File: src/rtl/mem_access_stage.sv
// Memory-access stage: big-endian byte/halfword/word loads and stores with a one-cycle write-back strobe.
// Optional bus timeout is compiled in with `define MEM_ACCESS_TIMEOUT_EN.
module mem_access_stage #(
    parameter int ADDR_W         = 32,
    parameter int TIMEOUT_CYCLES = 16
) (
    input  logic              clk,
    input  logic              reset,
    input  logic              in_valid,
    output logic              in_ready,
    input  logic [3:0]        in_op,
    input  logic [ADDR_W-1:0] in_addr,
    input  logic [31:0]       in_store_data,
    input  logic [4:0]        in_dest_reg,
    output logic              dmem_req,
    output logic              dmem_we,
    output logic [ADDR_W-1:0] dmem_addr,
    output logic [3:0]        dmem_be,
    output logic [31:0]       dmem_wdata,
    input  logic              dmem_ack,
    input  logic [31:0]       dmem_rdata,
    output logic              wb_valid,
    output logic [4:0]        wb_dest_reg,
    output logic [31:0]       wb_value,
    output logic              align_trap,
    output logic              bus_error
);

    localparam logic [0:0] IDLE   = 1'b0;
    localparam logic [0:0] ACCESS = 1'b1;

    localparam logic [3:0] OP_PASS = 4'd0;
    localparam logic [3:0] OP_LDUB = 4'd2;
    localparam logic [3:0] OP_LDSB = 4'd3;
    localparam logic [3:0] OP_LDUH = 4'd4;
    localparam logic [3:0] OP_LDSH = 4'd5;
    localparam logic [3:0] OP_LD   = 4'd6;
    localparam logic [3:0] OP_STB  = 4'd7;
    localparam logic [3:0] OP_STH  = 4'd8;
    localparam logic [3:0] OP_ST   = 4'd9;

    logic [0:0]        state_reg;
    logic [3:0]        op_reg;
    logic [4:0]        dest_reg;
    logic [1:0]        off_reg;
    logic              we_reg;
    logic [ADDR_W-1:0] addr_reg;
    logic [3:0]        be_reg;
    logic [31:0]       wdata_reg;
    logic              wb_valid_reg;
    logic [4:0]        wb_rd_reg;
    logic [31:0]       wb_value_reg;
    logic              align_trap_reg;
    logic              timeout;

    if (TIMEOUT_CYCLES < 1) begin : g_bad_timeout_cycles
        // Parameter guard only; legal settings never elaborate this block.
    end

    // ---------------- input decode ----------------
    logic        in_is_mem;
    logic        in_is_store;
    logic        in_misaligned;
    logic [3:0]  in_be;
    logic [31:0] in_wdata;
    logic [3:0]  byte_onehot;

    // be[3] is byte offset 0 (most significant lane)
    for (genvar gi = 0; gi < 4; gi++) begin : g_byte_be
        assign byte_onehot[3-gi] = (in_addr[1:0] == 2'(gi));
    end

    always_comb begin
        in_is_mem     = (in_op >= OP_LDUB) && (in_op <= OP_ST);
        in_is_store   = (in_op >= OP_STB) && (in_op <= OP_ST);
        in_misaligned = 1'b0;
        in_be         = 4'b1111;
        in_wdata      = in_store_data;
        case (in_op)
            OP_LDUH, OP_LDSH: in_misaligned = in_addr[0];
            OP_LD:            in_misaligned = (in_addr[1:0] != 2'b00);
            OP_STB: begin
                in_be    = byte_onehot;
                in_wdata = {4{in_store_data[7:0]}};
            end
            OP_STH: begin
                in_misaligned = in_addr[0];
                in_be         = in_addr[1] ? 4'b0011 : 4'b1100;
                in_wdata      = {2{in_store_data[15:0]}};
            end
            OP_ST:            in_misaligned = (in_addr[1:0] != 2'b00);
            default: ;
        endcase
    end

    // ---------------- load extraction ----------------
    logic [7:0]  rd_lane [4];
    logic [7:0]  byte_sel;
    logic [15:0] half_sel;
    logic [31:0] load_value;

    for (genvar gi = 0; gi < 4; gi++) begin : g_rd_lane
        assign rd_lane[gi] = dmem_rdata[31-8*gi -: 8];
    end

    always_comb begin
        byte_sel = rd_lane[off_reg];
        half_sel = off_reg[1] ? dmem_rdata[15:0] : dmem_rdata[31:16];
        case (op_reg)
            OP_LDUB: load_value = {24'd0, byte_sel};
            OP_LDSB: load_value = {{24{byte_sel[7]}}, byte_sel};
            OP_LDUH: load_value = {16'd0, half_sel};
            OP_LDSH: load_value = {{16{half_sel[15]}}, half_sel};
            default: load_value = dmem_rdata;
        endcase
    end

    // ---------------- main FSM ----------------
    always_ff @(posedge clk or negedge reset) begin
        if (!reset) begin
            state_reg      <= IDLE;
            op_reg         <= 4'd0;
            dest_reg       <= 5'd0;
            off_reg        <= 2'd0;
            we_reg         <= 1'b0;
            addr_reg       <= '0;
            be_reg         <= 4'd0;
            wdata_reg      <= 32'd0;
            wb_valid_reg   <= 1'b0;
            wb_rd_reg      <= 5'd0;
            wb_value_reg   <= 32'd0;
            align_trap_reg <= 1'b0;
        end else begin
            wb_valid_reg   <= 1'b0;
            align_trap_reg <= 1'b0;
            if (state_reg == IDLE) begin
                if (in_valid) begin
                    if (in_op == OP_PASS) begin
                        if (in_dest_reg != 5'd0) begin
                            wb_valid_reg <= 1'b1;
                            wb_rd_reg    <= in_dest_reg;
                            wb_value_reg <= 32'(in_addr);
                        end
                    end else if (in_is_mem) begin
                        if (in_misaligned) begin
                            align_trap_reg <= 1'b1;
                        end else begin
                            state_reg <= ACCESS;
                            op_reg    <= in_op;
                            dest_reg  <= in_dest_reg;
                            off_reg   <= in_addr[1:0];
                            we_reg    <= in_is_store;
                            addr_reg  <= {in_addr[ADDR_W-1:2], 2'b00};
                            be_reg    <= in_be;
                            wdata_reg <= in_wdata;
                        end
                    end
                end
            end else begin
                // An ack in the timeout cycle takes priority and completes normally
                if (dmem_ack) begin
                    state_reg <= IDLE;
                    if (!we_reg && dest_reg != 5'd0) begin
                        wb_valid_reg <= 1'b1;
                        wb_rd_reg    <= dest_reg;
                        wb_value_reg <= load_value;
                    end
                end else if (timeout) begin
                    state_reg <= IDLE;
                end
            end
        end
    end

`ifdef MEM_ACCESS_TIMEOUT_EN
    localparam int CNT_W = $clog2(TIMEOUT_CYCLES + 1);

    logic [CNT_W-1:0] cnt_reg;
    logic             bus_error_reg;

    assign timeout = (state_reg == ACCESS) && !dmem_ack
                     && (cnt_reg == CNT_W'(TIMEOUT_CYCLES - 1));

    // Held at zero in IDLE, so it starts from zero on every entry to ACCESS
    always_ff @(posedge clk or negedge reset) begin
        if (!reset) begin
            cnt_reg       <= '0;
            bus_error_reg <= 1'b0;
        end else begin
            bus_error_reg <= timeout;
            if (state_reg == IDLE) begin
                cnt_reg <= '0;
            end else if (!dmem_ack) begin
                cnt_reg <= cnt_reg + 1'b1;
            end
        end
    end

    assign bus_error = bus_error_reg;
`else
    assign timeout   = 1'b0;
    assign bus_error = 1'b0;
`endif

    assign in_ready    = (state_reg == IDLE);
    assign dmem_req    = (state_reg == ACCESS);
    assign dmem_we     = we_reg;
    assign dmem_addr   = addr_reg;
    assign dmem_be     = be_reg;
    assign dmem_wdata  = wdata_reg;
    assign wb_valid    = wb_valid_reg;
    assign wb_dest_reg = wb_rd_reg;
    assign wb_value    = wb_value_reg;
    assign align_trap  = align_trap_reg;

endmodule

File: config.mk
export PLATFORM = sky130hd
export DESIGN_NAME = mem_access_stage
export DESIGN_NICKNAME = d
export VERILOG_FILES = /design/src/rtl/mem_access_stage.sv
export SDC_FILE = /design/constraint.sdc
export NUM_CORES = 1
export LEC_CHECK = 0
export CELL_PAD_IN_SITES_DETAIL_PLACEMENT = 1
export CELL_PAD_IN_SITES_GLOBAL_PLACEMENT = 2
export CORE_ASPECT_RATIO = 0.8
export CORE_MARGIN = 1.5
export CORE_UTILIZATION = 28
export DETAILED_ROUTE_END_ITERATION = 10
export GPL_TIMING_DRIVEN = 0
export PLACE_DENSITY_LB_ADDON = 0.3
export RECOVER_POWER = 100
export REMOVE_ABC_BUFFERS = 1
export SKIP_LAST_GASP = 1
export SYNTH_ARGS = -nofsm -noshare
export SYNTH_HDL_FRONTEND = slang
export SYNTH_SLANG_ARGS = --single-unit
File: constraint.sdc
create_clock -name clk -period 2.2 [get_ports clk]
set_clock_uncertainty 0.15 [all_clocks]
set_input_delay 0.33 -clock clk [delete_from_list [all_inputs] [get_ports clk]]
set_output_delay 0.33 -clock clk [all_outputs]
set_load 0.02 [all_outputs]
# After elaboration in Yosys (flattened, before gate mapping)
# Index checks and enable logic that the tools add are counted.
dict set report totals {
  register_bits 118
  input_bits 109
  out_inout_bits 111
  word_cells 89
}
dict set report op_classes {
  order_cmp 4
  n_eq_ne 15
  muxes 38
  bitwise_logic 4
  reduce_logical 16
}
# cell count
set ops {}
lappend ops {{32-bit 2-to-1 mux} 6}
lappend ops {{32-bit one-hot mux with 4 select lines} 1}
lappend ops {{32-bit one-hot mux with 2 select lines} 1}
lappend ops {{5-bit 2-to-1 mux} 6}
lappend ops {{4-bit by 3-bit equality test with 1-bit output (second input constant)} 6}
lappend ops {{1-bit 2-to-1 mux} 17}
lappend ops {{8-bit binary-select mux with 2-bit select} 1}
lappend ops {{16-bit 2-to-1 mux} 1}
lappend ops {{8-bit 2-to-1 mux} 2}
lappend ops {{5-bit AND reduction} 2}
lappend ops {{5-bit nonzero test} 2}
lappend ops {{4-bit by 2-bit equality test with 1-bit output (second input constant)} 2}
lappend ops {{4-bit equality test (second input constant)} 2}
lappend ops {{4-bit one-hot mux with 2 select lines} 1}
lappend ops {{2-bit nonzero test} 4}
lappend ops {{2-bit equality test (second input constant)} 2}
lappend ops {{4-bit by 2-bit >= comparator with 1-bit output (second input constant)} 1}
lappend ops {{4-bit by 3-bit >= comparator with 1-bit output (second input constant)} 1}
lappend ops {{4-bit less-or-equal comparator (second input constant)} 1}
lappend ops {{4-bit zero test} 1}
lappend ops {{4-bit 2-to-1 mux} 1}
lappend ops {{3-bit >= comparator (second input constant)} 1}
lappend ops {{1-bit logical AND} 3}
lappend ops {{1-bit inverter} 3}
lappend ops {{other kinds (9)} 9}

# Longest topological paths before layout
# Gate-level depths: netlist of run 1.
dict set report depth {
  ltp_word 8
  ltp_mapped 8
  ltp_nobuf 5
}

# Worst setup path before layout of run 1
# OpenSTA, ideal clock, no wires.
dict set report synth_path {
  path_type {input port to flip-flop}
  startpoint {input in_op[0]}
  endpoint {register wdata_reg[22], in the netlist dmem_wdata[22]}
  setup_time_ns 0.125
  arrival_time_ns 1.848
  slack_ns 0.077
  path_stages 6
  cell_sequence {clkbuf_1 and4b_1 nor2_1 buf_2 mux2_2 mux2_2}
}
dict set report synth_via {
  elab_chain_cells 5
}
# item line_no
set synth_rtl {}
lappend synth_rtl {{from (decl)} 11} ;# input logic [3:0] in_op,
lappend synth_rtl {{4-bit equality test or 4-bit by 3-bit equality test with 1-bit output (tied branches)} 79} ;# case (in_op)
lappend synth_rtl {{3-bit OR reduction (no line) or 2-bit OR reduction (tied branches)} -}
lappend synth_rtl {{1-bit one-hot mux with 2 select lines} 79}
lappend synth_rtl {{1-bit inverter (no line)} -}
lappend synth_rtl {{5-bit AND reduction (no line)} -}
lappend synth_rtl {{to (signal assigned)} 155} ;# wdata_reg <= in_wdata;
lappend synth_rtl {{to (decl)} 49} ;# logic [31:0] wdata_reg;
# Parallel ways exist; a longest one is shown, timed or not.
# A chain may end at the register's enable or synchronous reset.

# Worst setup path in the final report of run 1
dict set report layout_path {
  startpoint {register dest_reg[4]}
  endpoint {register wb_value_reg[0], in the netlist wb_value[0]}
}
dict set report layout_via {
  elab_chain_cells 4
}
# item line_no
set layout_rtl {}
lappend layout_rtl {{from (decl)} 44} ;# logic [4:0] dest_reg;
lappend layout_rtl {{from (signal assigned)} 150} ;# dest_reg <= in_dest_reg;
lappend layout_rtl {{5-bit nonzero test} 163} ;# if (!we_reg && dest_reg != 5'd0) begin
lappend layout_rtl {{1-bit logical AND} 163}
lappend layout_rtl {{2-bit by 1-bit inequality test with 1-bit output (no line)} -}
lappend layout_rtl {{5-bit AND reduction (no line)} -}
lappend layout_rtl {{to (signal assigned)} 142} ;# wb_value_reg <= 32'(in_addr);
lappend layout_rtl {{to (signal assigned)} 166} ;# wb_value_reg <= load_value;
lappend layout_rtl {{to (decl)} 52} ;# logic [31:0] wb_value_reg;
# Every way passes these cells.

==> results.toml, run 1 <==
[yosys]
ys_types = 51
synth_cells = 509
synth_area_leaders = "dfrtp_1 (49%), mux2_2 (18%), a221oi_1 (2.6%), mux2_4 (2.5%), buf_2 (2.1%)"
synth_ff_type = "dfrtp_1"
seq_area_frac_synth = 0.495
synth_area_leader_cell = "dfrtp_1"
avgSynthCellArea_sq_um = 11.7
synth_area_sq_um = 5970
synth_warnings = 0
async_flop_share = 1.00
synth_seq_cells = 118
synth_top_area_share = 0.495
synth_edf_count = 0

[floorplan]
fp.dieW_um = 166
dieArea_sq_um = 22200
fp.dieH_um = 134
initial_core_util = 0.287
core_area_sq_um = 20800
num_rows = 47
io_pins = 220

[status]
status = "finished with violations"
failed_checks = "design-rule violations, negative setup slack"

[route]
totalWireLength_um = 23000
drcViolationCount = 10
ant_nets = 0
firstDrtPassIters = 11
via_count = 5256
post_drt_wl_per_cell_um = 22.4
avgViaCountPerCell = 5.11
first_iter_violations = 241

[clocking]
tritoncts = "done"
clkSinkCount = 118
numCtsBuffers = 17
ctsHtreeMaxLevel = 4
cts.path.max_buffers = 2
root_buffer = "clkbuf_16"
clock_latency_ns = 0.41
clkTransAtPathRegs_ns = 0.05

[cells_and_area]
nets = 856
fin_area_sq_um = 9630
area_growth_syn_to_layout_pct = 61.4
diodes = 0
drive_above_1_share = 0.298

[power]
comb_power_share = 0.430
internal-power_w = 0.00677
power.density_nw_per_um2 = 1100
swShare = 0.363
switching_power_w = 0.00386
power_frac_clock = 0.243
p_seq_frac = 0.328
power.total_w = 0.0106
leakagePower_nw = 4.05
vdd_drop_max_mv = 0.412

[timing]
worst_pin_slew_ns = 1.26
finalCritPeriodShare = 1.00
setup_violations = 7
hold_viol_final = 0
rsz0062_at_grt = "yes"
fin_setup_tns_ns = -0.0229
fin_ws_ns = -0.00624
drv_slew = 0
relSlewSlack = 0.162
period_needed_ns = 2.21
max_freq_mhz = 453

[critical_path]
max_stage_delay_ns = 0.57
crit_family = "simple AND/OR/NAND/NOR gates"
crit_type = "flop to flop"
rrSetupSlack_ns = -0.006
critPathSlowestCell = "or4_4"
critPathArrivalTime_ns = 2.35
worstPathMaxFanout = 8
path_buf_inv = 2
worstPathRequired_ns = 2.35
startpoint_type = "flop"
end_kind = "flop"
crit_chain = "or4_4, o2111ai_4, buf_12, and2_4, inv_6, mux2_2"

[global_routing]
grt.met1_usage = 0.295
globalRoute.totalOverflow = 0
grt_antenna_before_repair = 1
grt_pass1_vias = 5601
grtUsageTotal = 0.209
grt_max_degree = 74
met2_usage = 0.329
grt_pass1_wl_um = 35100
grt-busiest-layer = "met2"
use_met3 = 0.0413

[place]
hpwl_um = 15800
placed_cell_area_sq_um = 8480
place_ws_ns = -1.98
gp_congestion = 0.810
portBuffers = 216

[min_path]
hold_class = "primary input to flop"

[flow_run]
cap_violations = 0
-- metrics by stage --
stage,util,std cells,hold slack [ns]
after floorplan,-,467,-0.116
after global routing,0.463,1028,0.203
final,0.463,1028,0.202
after global placement,0.396,952,0.336
after detailed placement,0.407,963,0.149
after CTS,0.450,1017,0.187
-- area by class of cell --
| cell class | instances | area (sq um) |
|---|---|---|
| Sequential cell | 118 | 2960 |
| Inverter | 22 | 91.3 |
| Fill cell | 2217 | 11200 |
| Clock buffer | 21 | 450 |
| Multi-Input combinational cell | 329 | 3050 |
| Tap cell | 269 | 337 |
| Clock inverter | 10 | 82.6 |
| Timing Repair Buffer | 259 | 2670 |
-- path summary, 6_finish.rpt --
check	start	to	cells past startpoint
worst max-delay path	dest_reg[4]$_DFFE_PN0P_	wb_value[0]$_DFFE_PN0P_	6
worst min-delay path	in_op[1]	op_reg[1]$_DFFE_PN0P_	2
worst max register to register	dest_reg[4]$_DFFE_PN0P_	wb_value[0]$_DFFE_PN0P_	6
worst min register to register	dmem_wdata[3]$_DFFE_PN0P_	dmem_wdata[3]$_DFFE_PN0P_	1
max in group asynchronous	reset	off_reg[1]$_DFFE_PN0P_	3
min in group asynchronous	reset	wb_value[13]$_DFFE_PN0P_	2
-- what timing repair did --
item / in CTS / in global routing
gates resized for setup: 41 / 38
endpoints found under the setup margin: 118 / 66
buffers inserted: 19 / 9
hold endpoints to repair: 45 / 0
hold buffers: 1 / 0
cloned: 4 / 2
pin swaps: 13 / 15
-- placed cells by master, fill, tap and decap left out, types with 6 or more instances in the layout --
cell,n
dfrtp_1,117
dlygate4sd3_1,107
clkdlybuf4s50_1,98
mux2_2,96
o21ai_0,25
buf_4,23
inv_1,20
clkbuf_16,19
nor2_1,17
nor3_1,16
nand3_1,14
a22oi_1,12
a21oi_1,11
mux2_4,10
a221oi_2,10
a21o_1,9
o31ai_1,9
and2_1,8
a22o_1,8
nand2_1,7
a221o_1,7
mux2i_1,7
a211oi_1,6
a31oi_1,6
clkinv_2,6
buf_12,6
-- cell families (layout without fill, tap and decap cells) --
family | Yosys count | in the layout | synth area share
AOI/OAI and AO/OA | 128 | 129 | 0.155
DFF | 118 | 118 | 0.495
muxes | 114 | 114 | 0.222
and+or+nand+nor | 81 | 82 | 0.0752
buffers and inverters | 66 | 312 | 0.0511
other | 1 | 3 | 0.000628
xor gates and xnor gates | 1 | 1 | 0.00147
-- power by group through the flow --
stage	clock network, W	logic, W	registers (W)
global placement	0	0.00432	0.00349
CTS	0.00265	0.00461	0.00350
global route	0.00275	0.00484	0.00360
floorplan	0	0.00131	0.00432
detailed placement	0	0.00444	0.00353
finish	0.00258	0.00456	0.00348
-- Yosys cell counts (all sizes together), types with 9 or more instances --
cell type and count:
a21o 9, a21oi 13, a221oi 18, a22oi 16
and2 9, buf 31, clkbuf 13, dfrtp 118
inv 22, mux2 106, nand3 14, nor2 18
nor3 16, o21ai 25, o31ai 9
-- worst reg2reg max path, delay by kind of cell (launching register included) --
family	cells	cell delay [ns]
compound gates	1	0.25
buf+inv	2	0.22
flops	1	0.39
mux	1	0.27
simple gates	2	0.81
-- per-layer routing --
layer,share of wire,vias to the layer above
met5,0.00043,-
li1,-,2394
met2,0.47,118
met1,0.48,2722
met3,0.036,20
met4,0.012,2
(Power assumes the default switching activity.)
==> run 2, diff against run 1 <==
- clock period: 2.2 -> 2.5 ns (I/O delays scaled with it)
==> results.toml, run 2 (same netlist as run 1, synthesis figures left out) <==
[cells_and_area]
area_growth_syn_to_layout_pct = 54.9
layout_commonest_cell = "clkdlybuf4s50_1"
diodes = 0
fin_area_sq_um = 9250
instances_no_fill = 1007
drive_above_1_share = 0.248
postLayoutCoreUtil = 0.444
final_cell_mix = "clkdlybuf4s50_1 (210), dfrtp_1 (116), mux2_2 (96)"
nets = 835

[power]
power.density_nw_per_um2 = 1010
vdd_drop_max_mv = 0.373
leakagePower_nw = 3.83

[clocking]
clock_latency_ns = 0.40
clkTransAtPathRegs_ns = 0.05
cts.path.max_buffers = 2
numCtsBuffers = 17
root_buffer = "clkbuf_16"
ctsHtreeMaxLevel = 4
tritoncts = "done"
clkSinkCount = 118

[route]
first_iter_violations = 250
drcViolationCount = 20
avgViaCountPerCell = 5.09
post_drt_wl_per_cell_um = 21.9
totalWireLength_um = 22100
via_count = 5128
ant_nets = 0
firstDrtPassIters = 8

[place]
portBuffers = 216
dp_cells = 963
gp_congestion = 0.810
hpwl_um = 15800
placed_cell_area_sq_um = 8480

[floorplan]
core_area_sq_um = 20800
fp.dieH_um = 134
io_pins = 220
fp.dieW_um = 166
num_rows = 47
initial_core_util = 0.287
dieArea_sq_um = 22200

[timing]
rsz0062_at_grt = "yes"
max_freq_mhz = 407
finalCritPeriodShare = 0.983
relSlewSlack = 0.156
worst_pin_slew_ns = 1.27
period_needed_ns = 2.46
hold_viol_final = 0
setup_violations = 0
drv_slew = 0
fin_hold_ws_ns = 0.350

[global_routing]
grt_pass1_wl_um = 34300
grt_pass1_vias = 5486
globalRoute.totalOverflow = 0
grt_antenna_before_repair = 0
grt_max_degree = 74
grtUsageTotal = 0.204

[min_path]
hold_class = "flop to flop"

[critical_path]
crit_type = "primary input to flop"
end_kind = "flop"
worstPathMaxFanout = 23
startpoint_type = "primary input"
critPathArrivalTime_ns = 2.59
worstPathRequired_ns = 2.64

[status]
status = "finished with violations"
failed_checks = "design-rule violations"

[flow_run]
cap_violations = 0
==> run 2: changes by cell type in the layout (fill, tap and decap cells not counted), moves of 3 or more <==
cell	before	now
a221oi_1	5	16
a221oi_2	10	2
a221oi_4	3	0
a22oi_1	12	16
a22oi_2	4	0
buf_4	23	12
buf_6	4	0
clkbuf_2	5	1
clkdlybuf4s50_1	98	210
dlygate4sd3_1	107	1
==> run 2: final timing paths <==
kind	from	to	slack, ns	cells after the start
max	in_op[0]	dmem_wdata[1]$_DFFE_PN0P_	0.04	6
min	dmem_wdata[3]$_DFFE_PN0P_	dmem_wdata[3]$_DFFE_PN0P_	0.35	1
max reg2reg	dest_reg[2]$_DFFE_PN0P_	wb_value[29]$_DFFE_PN0P_	0.12	4
min reg2reg	dmem_wdata[3]$_DFFE_PN0P_	dmem_wdata[3]$_DFFE_PN0P_	0.35	1
max in group asynchronous	reset	dmem_req$_DFF_PN0_	0.57	3
min in group asynchronous	reset	dmem_addr[13]$_DFFE_PN0P_	0.61	2
==> run 2: repair_timing <==
item | 4_1_cts | 5_1_grt
endpoints found under the setup margin | 113 | 35
endpoints found under the hold margin | 45 | 0
buffers inserted | 8 | 4
pin swaps | 4 | 3
hold buffers | 1 | 0
gates cloned | 2 | 0
resized for setup | 21 | 9
==> run 2: stage by stage <==
| step | TNS (ns) | power [W] | worst slack [ns] |
|---|---|---|---|
| 6_report | 0 | 0.00929 | 0.0427 |
| 5_1_grt | -0.130 | 0.00980 | -0.0194 |
| 4_1_cts | 0 | 0.00938 | 0.0126 |
| 3_5_place_dp | -113.90 | 0.00701 | -1.73 |
| 3_3_place_gp | -876.35 | 0.00687 | -4.19 |
| 2_1_floorplan | -162.19 | 0.00496 | -1.61 |
==> run 2: power breakdown <==
| group | switching, W | total (W) | internal, W | leakage [nW] |
|---|---|---|---|---|
| clock network | 0.000883 | 0.00226 | 0.00138 | 0.258 |
| logic | 0.00193 | 0.00396 | 0.00203 | 2.21 |
| registers | 0.000479 | 0.00307 | 0.00260 | 1.37 |
| total | 0.00329 | 0.00929 | 0.00600 | 3.83 |
==> run 2: layout make-up <==
| type | instances | area [sq um] |
|---|---|---|
| Clock buffer | 21 | 450 |
| Tap cell | 269 | 337 |
| Sequential cell | 118 | 2960 |
| Multi-Input combinational cell | 329 | 2870 |
| Inverter | 22 | 88.8 |
| Timing Repair Buffer | 238 | 2460 |
| Fill cell | 2246 | 11600 |
| Clock inverter | 10 | 82.6 |
==> run 2: metal layers <==
layer	wire, um	global-route usage	vias to the layer above
li1	-	-	2349
met5	0	0	-
met2	10500	0.320	105
met3	702	0.0383	4
met1	10800	0.288	2670
met4	119	0.0530	0
==> run 2: critical path, cell delays in order <==
cell	delay, ns
clkdlybuf4s50_1	0.62
or4b_4	0.67
o2111ai_4	0.14
buf_16	0.22
buf_12	0.19
mux2_2	0.35
